`config.mk`:
```
export PLATFORM = sky130hd
export DESIGN_NAME = uart_rx_byte
export DESIGN_NICKNAME = d
export VERILOG_FILES = /design/src/rtl/uart_pkg.sv /design/src/rtl/sync_2ff.sv /design/src/rtl/uart_rx_byte.sv
export SDC_FILE = /design/constraint.sdc
export NUM_CORES = 1
export LEC_CHECK = 0
export ABC_CLOCK_PERIOD_IN_PS = 3050
export CELL_PAD_IN_SITES_DETAIL_PLACEMENT = 1
export CELL_PAD_IN_SITES_GLOBAL_PLACEMENT = 2
export CORE_MARGIN = 2
export CORE_UTILIZATION = 35
export DETAILED_ROUTE_END_ITERATION = 7
export PLACE_DENSITY_LB_ADDON = 0.1
export SKIP_LAST_GASP = 1
export SYNTH_ARGS = -nofsm -noshare
export SYNTH_HDL_FRONTEND = slang
export SYNTH_SLANG_ARGS = --single-unit
```
`constraint.sdc`:
```
create_clock -name clk -period 3.05 [get_ports clk]
set_input_delay 0.61 -clock clk [delete_from_list [all_inputs] [get_ports clk]]
set_output_delay 0.61 -clock clk [all_outputs]
set_load 0.05 [all_outputs]
```
`src/rtl/uart_pkg.sv`:
```
// Shared UART definitions: frame geometry, FSM state encoding and the
// clocks-per-bit helper used by both the receiver and the transmitter.
package uart_pkg;

  // Payload bits per 8N1 frame
  localparam int DATA_BITS = 8;

  // Bits on the wire per frame: start + data + stop
  localparam int FRAME_BITS = DATA_BITS + 2;

  // Smallest usable oversampling ratio; below this the mid-bit point and
  // the half-bit start qualification collapse into each other.
  localparam int MIN_CLKS_PER_BIT = 4;

  // Receiver / transmitter state encoding
  typedef enum logic [2:0] {
    IDLE,
    START,
    DATA,
    STOP,
    WAIT_IDLE
  } uart_state_t;

  // Integer clocks per bit period for a given system clock and line rate
  function automatic int clks_per_bit(input int clk_freq, input int baud);
    return clk_freq / baud;
  endfunction

endpackage

```
`src/rtl/sync_2ff.sv`:
```
// Two-flop synchronizer for asynchronous inputs. The reset value is a
// parameter so idle-high lines (UART rx) come out of reset in their idle state
// and cannot fake an edge.
module sync_2ff #(
  parameter int              WIDTH   = 1,
  parameter logic [WIDTH-1:0] RST_VAL = '1
) (
  input  logic             clk,
  input  logic             reset,
  input  logic [WIDTH-1:0] d,
  output logic [WIDTH-1:0] q
);

  logic [WIDTH-1:0] meta_p0;
  logic [WIDTH-1:0] sync_p1;

  // Metastability capture stage followed by the settled output stage
  always_ff @(posedge clk) begin
    if (reset) begin
      meta_p0 <= RST_VAL;
      sync_p1 <= RST_VAL;
    end else begin
      meta_p0 <= d;
      sync_p1 <= meta_p0;
    end
  end

  assign q = sync_p1;

endmodule

```
`src/rtl/uart_rx_byte.sv`:
```
// 8N1 UART receiver, LSB first. Qualifies the start bit at its midpoint to
// reject glitches, samples each data bit at mid-bit, checks the stop bit and
// hands bytes to a consumer over a valid/ready handshake with overrun and
// framing-error pulses.
module uart_rx_byte
  import uart_pkg::*;
#(
  parameter int CLK_FREQ = 10_000_000,
  parameter int BAUD     = 9600
) (
  input  logic                 clk,
  input  logic                 reset,
  input  logic                 rx,
  output logic [DATA_BITS-1:0] rx_data,
  output logic                 rx_valid,
  input  logic                 rx_ready,
  output logic                 frame_err,
  output logic                 overrun,
  output logic                 busy
);

  localparam int CLKS_PER_BIT = clks_per_bit(CLK_FREQ, BAUD);
  localparam int CNT_W        = $clog2(CLKS_PER_BIT);
  localparam int BIT_W        = $clog2(DATA_BITS);

  localparam logic [CNT_W-1:0] HALF_LAST = CNT_W'(CLKS_PER_BIT / 2 - 1);
  localparam logic [CNT_W-1:0] BIT_LAST  = CNT_W'(CLKS_PER_BIT - 1);
  localparam logic [BIT_W-1:0] DATA_LAST = BIT_W'(DATA_BITS - 1);

  generate
    if (CLKS_PER_BIT < MIN_CLKS_PER_BIT) begin : g_bad_ratio
      $error("uart_rx_byte: CLK_FREQ/BAUD must be at least 4");
    end
  endgenerate

  logic                 rx_s;
  logic                 rx_s_d;
  logic                 fall;
  uart_state_t          state;
  logic [CNT_W-1:0]     clk_cnt;
  logic [BIT_W-1:0]     bit_cnt;
  logic [DATA_BITS-1:0] shift;
  logic                 bit_tick;

  sync_2ff #(
    .WIDTH   (1),
    .RST_VAL (1'b1)
  ) u_rx_sync (
    .clk   (clk),
    .reset (reset),
    .d     (rx),
    .q     (rx_s)
  );

  // Previous synchronized level for start-edge detection
  always_ff @(posedge clk) begin
    if (reset) begin
      rx_s_d <= 1'b1;
    end else begin
      rx_s_d <= rx_s;
    end
  end

  assign fall     = rx_s_d & ~rx_s;
  assign bit_tick = (clk_cnt == BIT_LAST);

  // Data shift register: payload only, so it needs no reset; a partial byte
  // left behind by an aborted frame is overwritten before it can be loaded.
  always_ff @(posedge clk) begin
    if (state == DATA && bit_tick) begin
      shift <= {rx_s, shift[DATA_BITS-1:1]};
    end
  end

  // Receive FSM with registered outputs and the consumer handshake
  always_ff @(posedge clk) begin
    if (reset) begin
      state     <= IDLE;
      clk_cnt   <= '0;
      bit_cnt   <= '0;
      rx_data   <= '0;
      rx_valid  <= 1'b0;
      frame_err <= 1'b0;
      overrun   <= 1'b0;
      busy      <= 1'b0;
    end else begin
      frame_err <= 1'b0;
      overrun   <= 1'b0;

      // Consumption; a byte completing on this same edge overrides it below.
      if (rx_valid && rx_ready) begin
        rx_valid <= 1'b0;
      end

      case (state)
        IDLE: begin
          if (fall) begin
            state   <= START;
            clk_cnt <= '0;
            busy    <= 1'b1;
          end
        end

        START: begin
          if (clk_cnt == HALF_LAST) begin
            clk_cnt <= '0;
            if (!rx_s) begin
              state   <= DATA;
              bit_cnt <= '0;
            end else begin
              // Line went back high before mid start bit: glitch
              state <= IDLE;
              busy  <= 1'b0;
            end
          end else begin
            clk_cnt <= clk_cnt + CNT_W'(1);
          end
        end

        DATA: begin
          if (bit_tick) begin
            clk_cnt <= '0;
            if (bit_cnt == DATA_LAST) begin
              state   <= STOP;
              bit_cnt <= '0;
            end else begin
              bit_cnt <= bit_cnt + BIT_W'(1);
            end
          end else begin
            clk_cnt <= clk_cnt + CNT_W'(1);
          end
        end

        STOP: begin
          if (bit_tick) begin
            clk_cnt <= '0;
            if (rx_s) begin
              rx_data  <= shift;
              rx_valid <= 1'b1;
              overrun  <= rx_valid && !rx_ready;
              state    <= IDLE;
              busy     <= 1'b0;
            end else begin
              // Bad stop bit: drop the byte and wait out the low line
              frame_err <= 1'b1;
              state     <= WAIT_IDLE;
            end
          end else begin
            clk_cnt <= clk_cnt + CNT_W'(1);
          end
        end

        WAIT_IDLE: begin
          if (rx_s) begin
            state <= IDLE;
            busy  <= 1'b0;
          end
        end

        default: begin
          state   <= IDLE;
          clk_cnt <= '0;
          bit_cnt <= '0;
          busy    <= 1'b0;
        end
      endcase
    end
  end

endmodule

```
=== Yosys cells after proc, flatten, opt, wreduce, memory -nomap -nowiden ===
Index checks and enable logic that the tools add are counted.
Widths: inputs -> output; s select.

* Flip-flop bits (word level): 40
* Bits in latches: 0
* Memory bits (writable): 0
* Bits in read-only memories: 0
* Output and inout bits: 12
* Memories: 0

* $add $sub $neg: 2
* Multipliers: 0
* Div/mod/pow operators: 0
* Order comparisons: 0
* Equal/unequal tests: 14
* Shift-type cells: 0
* Multiplexer cells: 28
* Bitwise gates (word level): 7
* Reduce and logical (&&, ||, !) cells: 14

{| class="wikitable"
|+ Operator list
! kind !! count
|-
| $pmux 11 s4 || 1
|-
| $mux 11 || 3
|-
| $mux 3 || 11
|-
| $pmux 3 s5 || 1
|-
| $add 11x1->11 const B || 1
|-
| $eq 11x10->1 const B || 1
|-
| $eq 11x11->1 const B || 1
|-
| $ne 2x2->1 const B || 5
|-
| $mux 1 || 9
|-
| $pmux 3 s3 || 1
|-
| $reduce_and 4->1 || 2
|-
| $eq 3x2->1 const B || 2
|-
| $eq 3x3->1 const B || 2
|-
| $not 1->1 || 6
|-
| $reduce_and 6->1 || 1
|-
| $reduce_or 3->1 || 2
|-
| $pmux 1 s5 || 1
|-
| $ne 2x1->1 const B || 2
|-
| $reduce_or 4->1 || 1
|-
| $add 3x1->3 const B || 1
|-
| $eq 3x1->1 const B || 1
|-
| $logic_and 1x1->1 || 3
|-
| $logic_not 3->1 || 1
|-
| $reduce_and 3->1 || 1
|-
| 5 further kinds || 5
|}

=== Logic depth before layout (Yosys ltp) ===
Gate-level depths: netlist of the first run.

* Word-level depth: 5
* Mapped depth: 8
* Gate-level depth less buffers: 7

=== Hierarchy ===
Synthesis of the first run repeated with hierarchy kept, for this count alone.

* Cell total of the unflattened synthesis: 192
* Area, all modules: 1,844.3 um^2

{| class="wikitable"
|+ Modules (own cells, without submodules)
! module !! instances !! cells an instance !! area each (um^2)
|-
| uart_rx_byte || 1 || 188 || 1,791.7
|-
| sync_2ff || 1 || 4 || 52.6
|}

=== Least setup slack after synthesis of the first run ===
Ideal clock, no wire load.

* Path type: reg-to-reg
* Start: register clk_cnt[5]
* End: register shift[0] (enable)
* Arrival time: 1,745 ps
* Data required time: 2,677 ps
* Setup slack: 932 ps
* Stages on the path, launching flop included: 4
* Buffers on the path: 0
* Path through: dfxtp_1 > or4_4 > nor4_4 > nor2b_1

* Cells in the longest elaborated chain, start to end: 2

{| class="wikitable"
|+ Ends and longest elaborated chain
! item !! line !! RTL
|-
| from (decl) || uart_rx_byte.sv:40 || <nowiki>logic [CNT_W-1:0] clk_cnt;</nowiki>
|-
| from (signal assigned) || uart_rx_byte.sv:116 || <nowiki>clk_cnt <= clk_cnt + CNT_W'(1);</nowiki>
|-
| from (signal assigned) || uart_rx_byte.sv:130 || <nowiki>clk_cnt <= clk_cnt + CNT_W'(1);</nowiki>
|-
| from (signal assigned) || uart_rx_byte.sv:149 || <nowiki>clk_cnt <= clk_cnt + CNT_W'(1);</nowiki>
|-
| $eq 11x11->1 || uart_rx_byte.sv:65 || <nowiki>assign bit_tick = (clk_cnt == BIT_LAST);</nowiki>
|-
| $logic_and 1x1->1 || uart_rx_byte.sv:70 || <nowiki>if (state == DATA && bit_tick) begin</nowiki>
|-
| to (signal assigned) || uart_rx_byte.sv:71 || <nowiki>shift <= {rx_s, shift[DATA_BITS-1:1]};</nowiki>
|-
| to (decl) || uart_rx_byte.sv:42 || <nowiki>logic [DATA_BITS-1:0] shift;</nowiki>
|}

No other way between the ends.
A chain may end at the register's enable or synchronous reset.

=== Worst setup path after layout of the first run ===
* Start: register clk_cnt[5]
* End: register shift[3] (enable)

Same word-level chain as after synthesis.

==> results by stage, run 1 <==
Run status:
- The flow ran to the end, and the final reports show no timing, DRC or antenna violations.

Logic synthesis:
- In the synthesized netlist the async set-or-reset flop fraction comes to 0%.
- The count of yosys warnings during synthesis is 0.
- The most frequently used flop master after synthesis is sky130_fd_sc_hd__dfxtp_1.
- The gate count after technology mapping is 194.
- Counting every net in the synthesized netlist gives between 200 and 250.
- Sequential cells were found to cover between 40% and 50% of the synthesized design area.
- Yosys mapped a number of flops with a built-in enable equal to 8.
- The synthesized area per cell is between 9 and 10 um2.
- The count of cell types in the netlist is 42.
- Summing every instance area after synthesis gives 0.001822 mm2.
- The cell accounting for the most synthesized area is sky130_fd_sc_hd__dfxtp_1.
- The top cell type by area accounts for about a third of the synthesized area.
- The total of flip-flops plus latches after synthesis is 40.
- Yosys attributes the largest share of cell area to sky130_fd_sc_hd__dfxtp_1 35%, sky130_fd_sc_hd__edfxtp_1 13%, sky130_fd_sc_hd__mux2i_1 6.0%, sky130_fd_sc_hd__nor2_1 4.7%, sky130_fd_sc_hd__nand2_1 3.5%.

Global route:
- Entering global routing, the biggest net connects 28 pins.
- The number of global-route vias before repair is approximately 1500.
- After global routing the overflow that remains totals 0.
- Global routing used between 10% and 20% of the available tracks.
- The first-pass GRT wire length is a little over 7000 um.
- The initial antenna violation count came to 0.

Clock network:
- The TritonCTS sink count is 40.
- The cell at the root of the clock tree is sky130_fd_sc_hd__clkbuf_8.
- In this run the number of H-tree levels came out at 2.
- After clock tree synthesis, the setup repair step added 0 buffers.
- The count of hold-fix buffers inserted at cts is 0.
- TritonCTS built the clock tree.
- The number of gates given a new drive strength after cts is 0.
- Clock tree synthesis inserted a total of 5 buffers.
- The later pin in the worst-skew pair is clocked with a latency of 0.29 ns.
- The clock slew seen by the registers of the worst setup and hold paths is ~0.080 ns.
- The maximum number of buffers from clock root to sink is 2.

Route:
- For this run, design rule violations remaining after detail routing come to 0.
- The routed design has roughly 4200 um of wire.
- In the routed layout, each cell is associated on average with a via count of 5.186.
- The number of vias in the routed layout is 1447.
- In the final routed layout, each cell accounts on average for around 15 um.
- The first routing iteration left 48 violations.
- The number of iterations in the first detailed-routing pass is 4.
- The count of nets left with antenna violations once routing finished came out at 0.

Die:
- The floorplan step defined a core boundary enclosing slightly above 0.005 mm2.
- The floorplan has 26 rows.
- The floorplan step defined a die boundary enclosing between 0.005 and 0.006 mm2.
- The starting density of the core is between 30% and 40%.
- From left edge to right edge, the die measures about 76 um.
- 16 I/O pins were placed.
- The floorplan step set the die height to about 76 um.

Final layout:
- The library cell used most frequently in the layout, excluding fill and tap cells, is sky130_fd_sc_hd__dfxtp_1.
- The number of antenna cells inserted is 0.
- The layout net count is between 200 and 250.
- From synthesis to final layout, the design area changed by 18.34%.
- The final core utilization is 42.48%.
- In the layout the commonest cells are 32 x sky130_fd_sc_hd__dfxtp_1, 23 x sky130_fd_sc_hd__nor2_1, 17 x sky130_fd_sc_hd__nand2_1.
- Of the cells placed in the final design, the portion with a size suffix greater than 1 is 8.134%.

STA:
- The number of setup violations in the final report is 0.
- The largest clock skew in the final design is between 0.005 and 0.006 ns.
- The final count of hold timing violations is 0.
- The worst-margin pin slew is ~0.83 ns.
- Static timing analysis puts the maximum clock frequency at 0.4199 GHz.
- The worst slew slack as a fraction of its limit is between 40 and 50%.
- The final count of pins violating max slew is 0.
- The total negative slack for setup checks is 0 ns.
- After layout, the minimum clock period comes to 2.382 ns.
- Dividing the final minimum period by the clock period gives between 70% and 80%.
- Setup repair after global routing left no endpoint under its margin.

Worst setup path:
- Counting cells, the worst reg-to-reg path comes to 3.
- The worst endpoint required time is between 2 and 3 ns.
- The sort of element at the start of the critical path is a register.
- Setup slack on the worst reg-to-reg path comes out at roughly 0.67 ns.
- The start of the worst register-to-register path is clk_cnt[5].
- The kind of end point of the critical path is a register.
- The endpoint of the most critical register-to-register path is shift[3].
- The critical path in this run is classified as register to register.
- Data on the critical path arrives at its endpoint at around 2.3 ns.
- The largest fanout on the critical path is 8.

Run:
- The max-cap check violation count is 0.

Hold path:
- The path with the worst hold slack has its endpoint at u_rx_sync.q.
- In this run the worst hold path is classified as register to register.
- Counting instances, the worst hold path has a depth of 1.
- The launch instance of the worst min-delay path is u_rx_sync.meta_p0.

Pwr:
- The peak supply drop is 0.2483 mV.
- The areal power density over the cells is a little over 500 mW/mm2.
- Summed over all cells, the static leakage comes to approximately 0.74 nW.
- The power after layout is approximately 1.1 mW.

Place:
- Once detailed placement completed, the half-perimeter wirelength came to around 2900 um.
- The placer's final routability congestion estimate is around 0.8.
- The quantity of I/O buffers inserted on ports is 15.
[logic make-up after synthesis]
group                    synth area share, %
multiplexers                           6.044
adder cells (fa/ha/maj)                2.747
flip-flops                             48.35
XOR/XNOR                              0.9617
AO/OA/AOI/OAI                          11.68
AND/OR/NAND/NOR                        25.55
buffers and inverters                  4.670
[through the flow]
| step | hold WS [ns] | instance area, um2 | instances | setup WS (ns) |
|---|---|---|---|---|
| finish | 0.4156 | 2156 | 279 | 0.6683 |
| floorplan | 0.3895 | 1822 | 194 | 0.9316 |
| global route | 0.4450 | 2156 | 279 | 0.5607 |
| global placement | 0.3925 | 2027 | 272 | 0.7670 |
| detailed placement | 0.4005 | 2027 | 272 | 0.6723 |
| CTS | 0.4192 | 2156 | 279 | 0.6488 |
[cell usage after synthesis (all sizes together), types with 3 or more instances]
library cell  count
inv               8
dfxtp            32
o21ai             3
a21oi            10
edfxtp            8
nand3b            3
nand2b            8
a31oi             8
nand3             9
nand2            17
nor2             23
mux2i            11
clkbuf            8
ha                4
nor3              5
nor4              3
and3              4
or4               3
[report_power, final]
| part | switching [mW] | total [mW] | internal, mW |
|---|---|---|---|
| Combinational | 0.0359 | 0.0586 | 0.0228 |
| Clock | 0.184 | 0.506 | 0.322 |
| Sequential | 0.00740 | 0.549 | 0.542 |
[metal layers]
layer	global-route usage, %	vias to the layer above	share of wire, %
met5	0	-	0
met4	3.818	0	1.1
met3	3.318	10	2.0
met2	24.38	22	45
met1	21.02	695	52
li1	-	720	-
[how the worst max path moves through the flow]
stage          startpoint        to  depth (start not counted)
2_1_floorplan  clk_cnt[5]  shift[0]                          3
3_3_place_gp   clk_cnt[5]  shift[7]                          3
3_5_place_dp   clk_cnt[5]  shift[4]                          3
4_1_cts        clk_cnt[5]  shift[4]                          3
5_1_grt        clk_cnt[5]  shift[5]                          3
6_report       clk_cnt[5]  shift[3]                          3
[critical path: stages (launching register included)]
cell and delay (ns):
sky130_fd_sc_hd__dfxtp_1 0.35, sky130_fd_sc_hd__or4_4 0.58, sky130_fd_sc_hd__nor4_4 0.47, sky130_fd_sc_hd__nor2b_1 0.62
[sequential cells by signal (all words and copies together), names as in the netlist]
signal             flops
u_rx_sync.q            1
state                  3
rx_valid               1
rx_s_d                 1
busy                   1
frame_err              1
shift                  8
overrun                1
bit_cnt                3
clk_cnt               11
u_rx_sync.meta_p0      1
rx_data                8
[final cells by class]
class / count / area, um2
Sequential cell: 40 / 880.8
Timing Repair Buffer: 18 / 172.7
Inverter: 8 / 30.03
Tap cell: 70 / 87.58
Clock inverter: 2 / 60.06
Multi-Input combinational cell: 136 / 855.8
Clock buffer: 5 / 68.82
Fill cell: 590 / 2919
Note: power is estimated with default switching activity, not from simulation.
==> inputs of run 2 (changes only) <==
ABC_CLOCK_PERIOD_IN_PS = 2000   (was 3050)
CORE_UTILIZATION = 32   (was 35)
clock period = 2 ns   (was 3.05 ns; I/O delays follow)
==> run 2 against run 1 <==
  * Sequential share of layout area decreased by 2.8 points
  * Register-to-register slack got worse by 0.63 ns
  * Final area is 7.3% higher
  * Critical endpoint is now state[1]
  * Largest power group unchanged
==> results by stage, run 2 (synthesized netlist as in run 1, its figures left out) <==
Pwr:
- The clock network fraction of design power is between 40% and 50%.
- The sequential share of power is 51.9%.
- The relative contribution of combinational cells to total power is between 6 and 7%.
- The static leakage is between 0.8 and 0.9 nW.
- The internal portion of the total power is 1.239 mW.
- Across the VDD grid, the largest voltage drop is between 0.2 and 0.3 mV.
- The fraction of power spent switching nets is between 20% and 30%.
- The areal power density over the cells is 695.3 mW/mm2.
- For this design the total switching power over the nets is ~0.37 mW.

Clock network:
- After clock tree synthesis, the clock-pin slew on the worst setup and hold paths is ~0.08 ns.
- The clock tree from TritonCTS is built.
- The cell at the root of the clock tree is sky130_fd_sc_hd__clkbuf_8.
- The clock reaches the later pin of the worst-skew pair after ~0.3 ns.
- The clock buffer count from CTS is 5.
- The maximum number of buffers from clock root to sink is 2.
- Buffers inserted to repair hold after CTS numbered 0.
- The maximum level of the CTS H-tree is 2.
- The TritonCTS sink count is 40.

Run status:
- The flow ran to the end, and the final reports show no timing, DRC or antenna violations.

Place:
- The sum of net half-perimeters after detailed placement is between 3000 and 4000 um.
- The quantity of I/O buffers inserted on ports is 15.
- The post-detailed-placement cell area is approximately 0.0022 mm2.
- At the end of routability-driven placement, the weighted congestion stood at ~0.84.
- Counting tap cells, the placed design contains a total of around 290 instances.

Route:
- Before antenna repair, the detailed router went through 4 iterations.
- The number of remaining DRC errors is 0.
- The count of nets left with antenna violations after detail routing is 0.
- The number of vias in the routed layout is 1534.
- For this block, the initial DRC count from the detailed router was 47.
- Wires add up to between 4000 and 5000 um.
- Dividing the detail-routed wire length by the instance count gives ~15 um.
- Using the TritonRoute via totals, the vias-per-cell ratio works out to roughly 5.1.

Die:
- The die covers approximately 0.0063 mm2.
- In this run the count of I/O pins placed on the die edge is 16.
- From bottom edge to top edge, the die measures approximately 79 um.
- In this run the core area contains 27 standard-cell rows.
- The core region is about 0.0055 mm2.
- The starting density of the core is between 30 and 40%.
- Measured along the x axis, the die boundary spans roughly 79 um.

Final layout:
- The repair_antennas step left the layout with diodes totalling 0.
- Of the cells placed in the final design, the portion with a size suffix greater than 1 is roughly 17%.
- More flip-flops sit in one register than any other, and that register is clk_cnt.
- Compared with the post-synthesis result, the final layout area differs by 26.99%.
- The final instance area is between 0.002 and 0.0025 mm2.
- The final layout contains between 200 and 250 nets.
- The final instance count without filler cells is between 300 and 400.
- The register with the most flip-flops in the layout has 11 of them.
- The top cell types in the final layout, fill and taps aside, are 32 x sky130_fd_sc_hd__dfxtp_1, 22 x sky130_fd_sc_hd__nor2_1, 20 x sky130_fd_sc_hd__buf_4.
- After filler insertion, the fill cell instance count of the layout stands at 644.
- The largest registers in the layout are clk_cnt: 11 flops, rx_data: 8 flops, shift: 8 flops.
- For this run, the share of the core covered by cells in the final layout is 42.01%.
- The library cell used most frequently in the layout, excluding fill and tap cells, is sky130_fd_sc_hd__dfxtp_1.

Global route:
- Entering global routing, the biggest net connects 17 pins.
- The initial antenna violation count is 0.
- The most utilized layer in the global route result is met2.
- Global routing used approximately a quarter of the available met2 tracks.
- The met3 track demand over resource is ~4.1%.
- The leftover overflow at the end of global routing is 0.
- The global routing usage on met1 is 20.20%.
- The number of global-route vias before repair is ~1600.
- The first-pass GRT wire length is 7686 um.
- Across every metal layer, demand over resource in global routing totals about 16%.

STA:
- The worst path needs roughly 2 ns of the cycle, external delays included.
- The highest clock frequency the design can meet is roughly 0.5 GHz.
- Hold timing on the final database bottoms out at a slack of about 0.42 ns.
- The number of setup violations in the final report is 0.
- The final count of pins violating max slew is 0.
- The worst slew slack as a fraction of its limit is between 60% and 70%.
- Between clock sinks in the finished design, the worst skew comes to about 0.0056 ns.
- The worst-margin pin slew is 0.5053 ns.
- The final count of hold timing violations is 0.
- Setup repair after global routing could not meet its margin everywhere.
- The final period utilization is around 100%.

Worst setup path:
- STA puts the critical path data required time at 2.22 ns.
- STA puts the critical path data arrival time at 2.18 ns.
- The sort of element at the start of the critical path is a register.
- The setup path with the least slack is of type register to register.
- The worst setup path is captured at a register.
- Of all nets on the critical path, the largest fanout is 6.

Hold path:
- In this run the worst hold path is classified as register to register.

Run:
- Max-cap violations in this run came to 0.
==> run 2: power groups by stage <==
stage,Sequential (mW),Combinational [mW],Clock (mW)
after floorplan,0.860,0.0543,0
after global placement,0.855,0.102,0
final,0.836,0.103,0.670
after CTS,0.836,0.104,0.690
after detailed placement,0.855,0.103,0
after global routing,0.837,0.113,0.729
==> run 2: layout make-up <==
type / count / area (um2) / share of cell area, %
repair buffers: 36 / 320.3 / 13.85
clock buffers: 5 / 68.82 / 2.975
clock inverters: 3 / 42.54 / 1.839
multi-input cells: 137 / 880.8 / 38.07
well taps: 72 / 90.09 / 3.894
flip-flops and latches: 40 / 880.8 / 38.07
inverters: 8 / 30.03 / 1.298
==> run 2: per-layer routing <==
metal / share of wire [%] / vias up
met5: 0 / -
li1: - / 763
met3: 2.6 / 4
met4: 0.87 / 0
met1: 47 / 749
met2: 49 / 18
==> run 2: worst max-delay path: stages (launching register included) <==
cell                      delay (ns)
sky130_fd_sc_hd__dfxtp_1        0.32
sky130_fd_sc_hd__or4_4          0.57
sky130_fd_sc_hd__nor4_4         0.23
sky130_fd_sc_hd__buf_4          0.18
sky130_fd_sc_hd__buf_4          0.12
sky130_fd_sc_hd__a21oi_1        0.08
sky130_fd_sc_hd__a21oi_1        0.16
sky130_fd_sc_hd__mux2i_1        0.21
==> run 2: final timing paths <==
check / end / cells after the start / start / slack [ns]
worst max-delay path: state[1] / 7 / clk_cnt[7] / 0.04
worst min-delay path: u_rx_sync.q / 1 / u_rx_sync.meta_p0 / 0.42
worst max register to register: state[1] / 7 / clk_cnt[7] / 0.04
worst min register to register: u_rx_sync.q / 1 / u_rx_sync.meta_p0 / 0.42
==> run 2: stage by stage <==
stage                     setup TNS [ns]  total power [mW]  worst slack (ns)
after global routing            -0.09802             1.680          -0.03740
after CTS                              0             1.630           0.01919
after detailed placement         -0.2696            0.9580          -0.04745
final                                  0             1.609           0.04253
after global placement                 0            0.9563           0.05582
after floorplan                        0            0.9138           0.02125
==> run 2: what timing repair did <==
action / 4_1_cts / 5_1_grt
cloned: 1 / 0
pin swaps: 2 / 3
endpoints found under the hold margin: 0 / 0
gates resized for setup: 1 / 2
buffers inserted: 0 / 1
setup endpoints to repair: 22 / 9
